### config.mk
export PLATFORM = sky130hd
export DESIGN_NAME = imem_boot_loader
export DESIGN_NICKNAME = d
export VERILOG_FILES = /design/src/rtl/imem_boot_loader.sv
export SDC_FILE = /design/constraint.sdc
export NUM_CORES = 1
export LEC_CHECK = 0
export CAP_MARGIN = 10
export CORE_MARGIN = 5
export CORE_UTILIZATION = 45
export CTS_BUF_LIST = sky130_fd_sc_hd__clkbuf_4 sky130_fd_sc_hd__clkbuf_8
export DETAILED_ROUTE_END_ITERATION = 8
export PLACE_DENSITY = 0.79
export SYNTH_ARGS = -nofsm -noshare
export SYNTH_HDL_FRONTEND = slang
export SYNTH_SLANG_ARGS = --single-unit
### constraint.sdc
create_clock -name clk -period 2.12 [get_ports clk]
set_input_delay 0.424 -clock clk [delete_from_list [all_inputs] [get_ports clk]]
set_output_delay 0.424 -clock clk [all_outputs]
set_load 0.02 [all_outputs]
### src/rtl/imem_boot_loader.sv
// Boot-time loader for the instruction memory: streams host words into the
// memory write port, then releases the core's fetch-enable once the last word lands.
module imem_boot_loader #(
  parameter int MAX_WORDS = 256,
  parameter int CNT_W     = 9,
  parameter int TIMEOUT   = 1024
) (
  input  logic             clk,
  input  logic             rst,
  input  logic             start,
  input  logic [CNT_W-1:0] word_count,
  input  logic             in_valid,
  input  logic [31:0]      in_data,
  output logic             in_ready,
  output logic             mem_load,
  output logic [31:0]      mem_store,
  output logic [9:0]       mem_addr,
  output logic             core_ready,
  output logic             busy,
  output logic             done,
  output logic             error,
  output logic [CNT_W-1:0] words_loaded
);

  localparam logic [2:0] S_IDLE   = 3'd0;
  localparam logic [2:0] S_LOAD   = 3'd1;
  localparam logic [2:0] S_SETTLE = 3'd2;
  localparam logic [2:0] S_RUN    = 3'd3;
  localparam logic [2:0] S_ERROR  = 3'd4;

  // The idle timer only has to hold TIMEOUT-1; the edge that would reach
  // TIMEOUT is the one that moves to ERROR.
  localparam int               TMR_W    = (TIMEOUT > 1) ? $clog2(TIMEOUT) : 1;
  localparam logic [TMR_W-1:0] TMR_LAST = TMR_W'(TIMEOUT - 1);
  localparam logic [CNT_W-1:0] MAX_CNT  = CNT_W'(MAX_WORDS);

  logic [2:0]       state;
  logic [CNT_W-1:0] remaining;
  logic [TMR_W-1:0] idle_cnt;

  logic can_start;
  logic count_ok;
  logic xfer;
  logic last_xfer;

  assign in_ready   = (state == S_LOAD) && (remaining != '0);
  assign busy       = (state == S_LOAD) || (state == S_SETTLE);
  assign core_ready = (state == S_RUN);

  assign can_start = (state == S_IDLE) || (state == S_RUN) || (state == S_ERROR);
  assign count_ok  = (word_count != '0) && (word_count <= MAX_CNT);
  assign xfer      = in_valid && in_ready;
  assign last_xfer = xfer && (remaining == CNT_W'(1));

  // NOTE: state registers use non-blocking assignments so every flop samples
  // the pre-edge values; blocking here would chain updates within one edge.
  always_ff @(posedge clk or posedge rst) begin
    if (rst) begin
      state        <= S_IDLE;
      remaining    <= '0;
      idle_cnt     <= '0;
      mem_load     <= 1'b0;
      mem_store    <= '0;
      mem_addr     <= '0;
      done         <= 1'b0;
      error        <= 1'b0;
      words_loaded <= '0;
    end else begin
      mem_load <= 1'b0;
      done     <= 1'b0;

      // Address advances after the strobe so it is stable while mem_load is high.
      if (mem_load) begin
        mem_addr <= mem_addr + 10'd4;
      end

      case (state)
        S_IDLE, S_RUN, S_ERROR: begin
          if (can_start && start) begin
            if (count_ok) begin
              state        <= S_LOAD;
              remaining    <= word_count;
              mem_addr     <= '0;
              words_loaded <= '0;
              idle_cnt     <= '0;
              error        <= 1'b0;
            end else begin
              state <= S_ERROR;
              error <= 1'b1;
            end
          end
        end

        S_LOAD: begin
          if (xfer) begin
            mem_store <= in_data;
            mem_load  <= 1'b1;
            remaining <= remaining - CNT_W'(1);
            idle_cnt  <= '0;
            if (words_loaded != MAX_CNT) begin
              words_loaded <= words_loaded + CNT_W'(1);
            end
            if (last_xfer) begin
              state <= S_SETTLE;
            end
          end else if (idle_cnt == TMR_LAST) begin
            state <= S_ERROR;
            error <= 1'b1;
          end else begin
            idle_cnt <= idle_cnt + TMR_W'(1);
          end
        end

        S_SETTLE: begin
          state <= S_RUN;
          done  <= 1'b1;
        end

        default: state <= S_IDLE;
      endcase
    end
  end

endmodule

==> key figures, run 1 <==
Synthesis
  – #FFs+latches synth: 74
  – Post-synth EDFFs: 0
  – Yosys warning total: 0
  – Post-synth top area share: 0.500
  – Async set-reset flop share out of synthesis: 1.00
  – Count leader, synth: dfrtp_1
  – Cell count after synthesis: 348
  – Multiplexer area fraction after synthesis: 0.109
  – Synth area leader: dfrtp_1
  – Sequential area share after synthesis: 0.500
  – Prevailing post-synth register cell: dfrtp_1
  – Synthesized area: 0.00370 mm2
  – Simple-Gate Fraction of Synth Area: 0.157
  – Compound-gate portion of the synthesized area: 0.158
  – Largest family of logic cells by synthesized area: compound AO/OA/AOI/OAI gates
  – Adder-cell share of the synthesized area: 0.0237
  – Post-Synth XOR/XNOR Area: 0.0166
  – Avg Cell Area, Syn: 10.6 um2
  – Synth top area cells: dfrtp_1 (50%), mux2_2 (10%), a21oi_1 (3.7%)
  – Synth cell count leaders: dfrtp_1 (74), mux2_2 (33), a21oi_1 (27), nor2_1 (27), nand2_1 (21)
  – Yosys cell types: 60

Critical path
  – Buf/Inv on CP: 4
  – Worst Path Required: 2.34 ns
  – Worst path most repeated cell: buf_4
  – Crit path DAT: 2.29 ns
  – Setup CP Type: reg2reg
  – Setup crit end kind: register
  – Largest delay share family, worst path: buffers and inverters
  – Crit start category: register
  – Cell Chain, Critical Path: or3b_4, buf_4, buf_4, o211a_1, buf_4, nor2_2, buf_4, a31oi_1
  – Slowest cell on the critical path: or3b_4
  – Crit Path Max Fanout: 13
  – Max stage delay on crit path: 0.43 ns

Pwr
  – Pleak: 2.30 nW
  – Peak VDD IR: 0.000762 V
  – Power per cell area: 1330 mW/mm2

Clocking
  – CTS Buf Count: 9
  – Clk buf depth: 2
  – Maximum level of the CTS H-tree: 3
  – Hold buffer count at cts: 0
  – CTS tree: done
  – Num Clock Sinks: 74
  – Root Driver: clkbuf_8
  – Skew-Pair Late Insertion Delay: 0.36 ns
  – Clock slew seen by the registers of the worst setup and hold paths: 0.09 ns

Timing
  – Slew Limit Fails: 0
  – Period utilization: 0.975
  – Fin Setup TNS: 0 ns
  – Endpoints failing setup: 0
  – Setup Skew: 0.0115 ns
  – Final hold vios: 0
  – RSZ-0062 raised after global routing: no
  – Hold slack: 0.487 ns
  – FMAX: 0.484 GHz
  – Final min period: 2.07 ns

GRT
  – Busiest layer in global routing: met2
  – M1 GR Usage: 0.262
  – Initial antenna violation count: 0
  – Number of global-route vias before repair: 3467
  – Total gr overflow: 0
  – Grt met2 use: 0.334
  – Largest net degree at the start of global routing: 58
  – First-pass GRT wire length: 16600 um
  – Met3 usage in global routing: 0.0429
  – GRT Total Usage: 0.206

Cells and area
  – Diodes inserted: 0
  – Design area: 0.00544 mm2
  – Net count, final: 545
  – Layout cells sized above 1: 0.257
  – Area Growth Syn to Fin: 46.9%

Detailed routing
  – Vias per cell: 5.64
  – Post-route DRC: 0
  – Total wire length: 10100 um
  – Wire per inst: 16.7 um
  – First drt pass iteration count: 5
  – Post-DRT Antenna Nets: 0
  – Vias: 3398
  – DR iter-0 viols: 260

Floorplan
  – Row cnt: 33
  – Die area: 0.0101 mm2
  – Die W: 101 um
  – Chip height: 101 um
  – CORE AREA: 0.00813 mm2
  – Initial cell density of the core: 0.455
  – # IOs: 102

Status
  – Status: finished, final reports clean

Place
  – DPL Wire Length: 7290 um
  – Port Buffers: 99
  – DP Area: 0.00513 mm2
  – Final RePlAce weighted congestion: 0.913

Min path
  – Min-delay worst type: in2async

Flow run
  – Max-cap viol count: 0
placed cells by master, fill, tap and decap left out, types with 13 or more instances in the layout:
cell type | synthesis | routed
clkdlybuf4s50_1 | 0 | 96
dfrtp_1 | 74 | 74
buf_4 | 3 | 43
mux2_2 | 33 | 33
nor2_1 | 27 | 27
a21oi_1 | 27 | 24
nand2_1 | 21 | 20
a31oi_1 | 14 | 14
o21ai_0 | 15 | 13
metal layers:
metal | routed length (um) | up-vias
met3 | 659 | 28
li1 | - | 1573
met1 | 4070 | 1657
met2 | 5080 | 140
met5 | 0 | -
met4 | 274 | 0
path summary, 6_finish.rpt:
kind                                  start            end  slack (ns)  depth (start not counted)
worst max-delay path               state[2]   remaining[7]        0.05                          8
worst min-delay path                    rst  mem_store[29]        0.49                          3
worst max register to register     state[2]   remaining[7]        0.05                          8
worst min register to register  idle_cnt[0]    idle_cnt[0]        0.51                          1
max in group asynchronous               rst  mem_store[14]        1.35                          3
min in group clk                idle_cnt[0]    idle_cnt[0]        0.51                          1
state kept, by name, summed over array words and instances (netlist names):
signal,count
mem_addr,8
remaining,9
idle_cnt,10
mem_load,1
error,1
done,1
state,3
words_loaded,9
mem_store,32
worst min-delay path: cells and delay by family:
family | cells | cell delay [ns]
buffers and inverters | 3 | 0.80
cell families after synthesis:
| family | after synthesis |
|---|---|
| AO/OA/AOI/OAI | 91 |
| XOR/XNOR | 7 |
| adder cells (fa/ha/maj) | 7 |
| buffers and inverters | 29 |
| flip-flops | 74 |
| multiplexers | 36 |
| other | 1 |
| AND/OR/NAND/NOR | 103 |
timing repair:
action,CTS,global route
gates resized for setup,11,18
pin swaps,2,1
endpoints found under the setup margin,13,63
cloned,0,1
setup buffers,2,2
cell type report:
cell class                      count  area, um2
Clock inverter                      6       65.1
Inverter                           13       52.6
Timing Repair Buffer              149       1410
Tap cell                          105        131
Multi-Input combinational cell    246       1800
Sequential cell                    74       1850
Clock buffer                       10        131
Fill cell                         607       2700
per-stage QoR:
stage           util  setup WS [ns]  total power, W  std cells
4_1_cts        0.660        0.00580         0.00715        600
5_1_grt        0.668       0.000520         0.00762        603
3_5_place_dp   0.630         -0.436         0.00597        582
2_1_floorplan      -          0.105         0.00422        349
6_report       0.668         0.0523         0.00721        603
3_3_place_gp   0.630         -0.333         0.00586        582
power by group:
part / leakage [nW] / total (W) / switching (W) / internal, W
Clock: 0.100 / 0.00111 / 0.000551 / 0.000559
Sequential: 0.935 / 0.00232 / 0.000396 / 0.00192
Combinational: 1.26 / 0.00379 / 0.00190 / 0.00189
Total: 2.30 / 0.00721 / 0.00285 / 0.00437
(Power assumes the default switching activity.)
==> inputs of run 2 (changes only) <==
--- a/config.mk
+++ b/config.mk
@@ -7,10 +7,11 @@
 export LEC_CHECK = 0
 export CAP_MARGIN = 10
 export CORE_MARGIN = 5
-export CORE_UTILIZATION = 45
+export CORE_UTILIZATION = 55
 export CTS_BUF_LIST = sky130_fd_sc_hd__clkbuf_4 sky130_fd_sc_hd__clkbuf_8
 export DETAILED_ROUTE_END_ITERATION = 8
-export PLACE_DENSITY = 0.79
+export DONT_BUFFER_PORTS = 1
+export PLACE_DENSITY = 0.73
 export SYNTH_ARGS = -nofsm -noshare
 export SYNTH_HDL_FRONTEND = slang
 export SYNTH_SLANG_ARGS = --single-unit
==> run 2 against run 1 <==
Against the previous run: combinational power shrank 34%; sequential cell count is the same; die area shrank 16%; cell area shrank 19%; global-route usage grew 2.6 points; final cell count shrank 22%; critical path type is now reg2out; critical endpoint is now in_ready; largest power group is now sequential cells.
==> key figures, run 2 (synthesis gave the netlist of run 1 again) <==
Critical path
  – CP startpoint: remaining[0]
  – Worst r2r path cells: 8 (unchanged)
  – Crit start category: register
  – Setup crit end kind: output pin
  – Reg-to-reg slack, setup: 0.05 ns (about the same)
  – RR Startpoint: remaining[0]
  – Crit path DAT: 1.66 ns (-0.63 ns)
  – Max stage delay on crit path: 0.39 ns (-0.04 ns)
  – Crit Path Max Fanout: 4 (-9)
  – Setup CP Type: reg2out
  – Critical R2R Capture: remaining[1]
  – Worst Path Required: 1.70 ns (-0.64 ns)
  – Cell Chain, Critical Path: inv_1, ha_2, nor4b_4, a21oi_2, buf_6
  – Worst Setup EP: in_ready
  – Slowest cell on the critical path: dfrtp_1

Timing
  – Period utilization: 0.984 (+0.00830)
  – Final hold vios: 0 (unchanged)
  – RSZ-0062 raised after global routing: yes
  – Endpoints failing setup: 0 (unchanged)
  – Setup Skew: 0.00718 ns (-0.00427 ns)
  – Worst slew pin tran: 0.539 ns
  – Slew Limit Fails: 0 (unchanged)
  – Normalized max-slew margin: 0.639
  – Fin Setup TNS: 0 ns (unchanged)
  – Final min period: 2.09 ns (+0.0176 ns)
  – FMAX: 0.480 GHz (-0.84%)

GRT
  – First-pass GRT wire length: 15700 um (-5.4%)
  – Initial antenna violation count: 0 (unchanged)
  – GRT Total Usage: 0.231 (+0.0257)
  – Number of global-route vias before repair: 3118 (-10%)
  – Largest net degree at the start of global routing: 75 (+29%)
  – Total gr overflow: 0 (unchanged)

Floorplan
  – CORE AREA: 0.00646 mm2 (-21%)
  – Die area: 0.00847 mm2 (-16%)
  – Row cnt: 29 (-12%)
  – Initial cell density of the core: 0.573 (+0.118)
  – Chip height: 92.0 um (-8.6%)
  – # IOs: 102 (unchanged)
  – Die W: 92.0 um (-8.6%)

Detailed routing
  – DR iter-0 viols: 222 (-15%)
  – Total wire length: 9260 um (-8.1%)
  – Post-route DRC: 0 (unchanged)
  – Post-DRT Antenna Nets: 0 (unchanged)
  – Vias: 2969 (-13%)
  – Vias per cell: 6.30 (+12%)
  – First drt pass iteration count: 5 (unchanged)
  – Wire per inst: 19.7 um (+18%)

Cells and area
  – Max reg flops: 32 (unchanged)
  – Footprint of the multi-input gates: 0.00179 mm2 (-0.49%)
  – Commonest non-fill, non-tap cell in the layout: dfrtp_1
  – Net count, final: 442 (-19%)
  – Layout cells sized above 1: 0.297 (+0.0399)
  – Area Growth Syn to Fin: 19.3%
  – Diodes inserted: 0 (unchanged)
  – Most frequent cells in the layout: dfrtp_1 (74), buf_4 (41), mux2_2 (33), nor2_1 (27), a21oi_1 (24)
  – Fillcell total: 488 (-20%)
  – Top flop regs: mem_store x32, idle_cnt x10
  – Top reg by flops: mem_store
  – Reg area: 0.00185 mm2 (unchanged)

Pwr
  – Peak VDD IR: 0.000876 V (+15%)
  – Power per cell area: 1480 mW/mm2 (+11%)
  – Final Total Pwr: 0.00653 W (-9.5%)
  – Pleak: 1.91 nW (-17%)

Place
  – Port Buffers: 0 (-100%)
  – Final RePlAce weighted congestion: 0.917 (+0.43%)
  – DPL Wire Length: 6810 um (-6.5%)

Flow run
  – Max-cap viol count: 0 (unchanged)

Min path
  – Min-delay worst type: in2async

Clocking
  – Root Driver: clkbuf_8
  – Clock slew seen by the registers of the worst setup and hold paths: 0.07 ns (-0.02 ns)
  – Skew-Pair Late Insertion Delay: 0.34 ns (-0.02 ns)
  – CTS Buf Count: 9 (unchanged)
  – Clk buf depth: 2 (unchanged)
  – Maximum level of the CTS H-tree: 3 (unchanged)
  – Num Clock Sinks: 74 (unchanged)
  – CTS tree: done

Status
  – Status: finished, final reports clean
## run 2: critical path, delay by kind of cell, from the launching register on
kind | cells | cell delay [ns]
simple gates | 1 | 0.38
buf+inv | 2 | 0.24
compound gates | 1 | 0.12
flops | 1 | 0.39
fa+ha+maj | 1 | 0.19
## run 2: worst min path at each step
stage	startpoint	to	slack [ns]	cells after the start
after floorplan	idle_cnt[0]	idle_cnt[0]	0.47	1
after global placement	rst	mem_store[13]	0.44	2
after detailed placement	rst	mem_store[13]	0.44	2
after CTS	rst	words_loaded[6]	0.08	2
after global routing	rst	mem_store[15]	0.08	2
final	rst	idle_cnt[3]	0.06	2
## run 2: what timing repair did
action	4_1_cts	5_1_grt
setup buffers	0	1
hold endpoints to repair	0	0
gates resized for setup	4	10
setup endpoints to repair	19	4
hold buffers	0	0
pin swaps	0	2
## run 2: per-layer routing
metal,share of wire,global-route usage
met1,0.41,0.293
met2,0.46,0.360
met3,0.099,0.0827
met4,0.031,0.0990
met5,0,0
## run 2: through the flow
| step | hold slack [ns] | std cells | utilization | instance area (um2) | worst slack (ns) |
|---|---|---|---|---|---|
| floorplan | 0.469 | 349 | - | 3710 | 0.105 |
| global placement | 0.435 | 455 | 0.639 | 4130 | -0.0651 |
| detailed placement | 0.439 | 455 | 0.639 | 4130 | -0.130 |
| CTS | 0.0761 | 470 | 0.677 | 4370 | 0.0101 |
| global route | 0.0799 | 471 | 0.684 | 4420 | -0.0790 |
| finish | 0.0567 | 471 | 0.684 | 4420 | 0.0347 |
## run 2: cell type report
type                       count  area share
clock buffer                  13      0.0377
tap                           77      0.0218
timing repair buffer          46      0.0904
clock inverter                 2      0.0136
sequential                    74       0.419
multi-input combinational    246       0.405
inverter                      13      0.0119
## run 2: where the power goes
part	total, W	internal (W)	switching (W)
logic	0.00251	0.00123	0.00128
clock network	0.00122	0.000748	0.000476
registers	0.00279	0.00192	0.000874
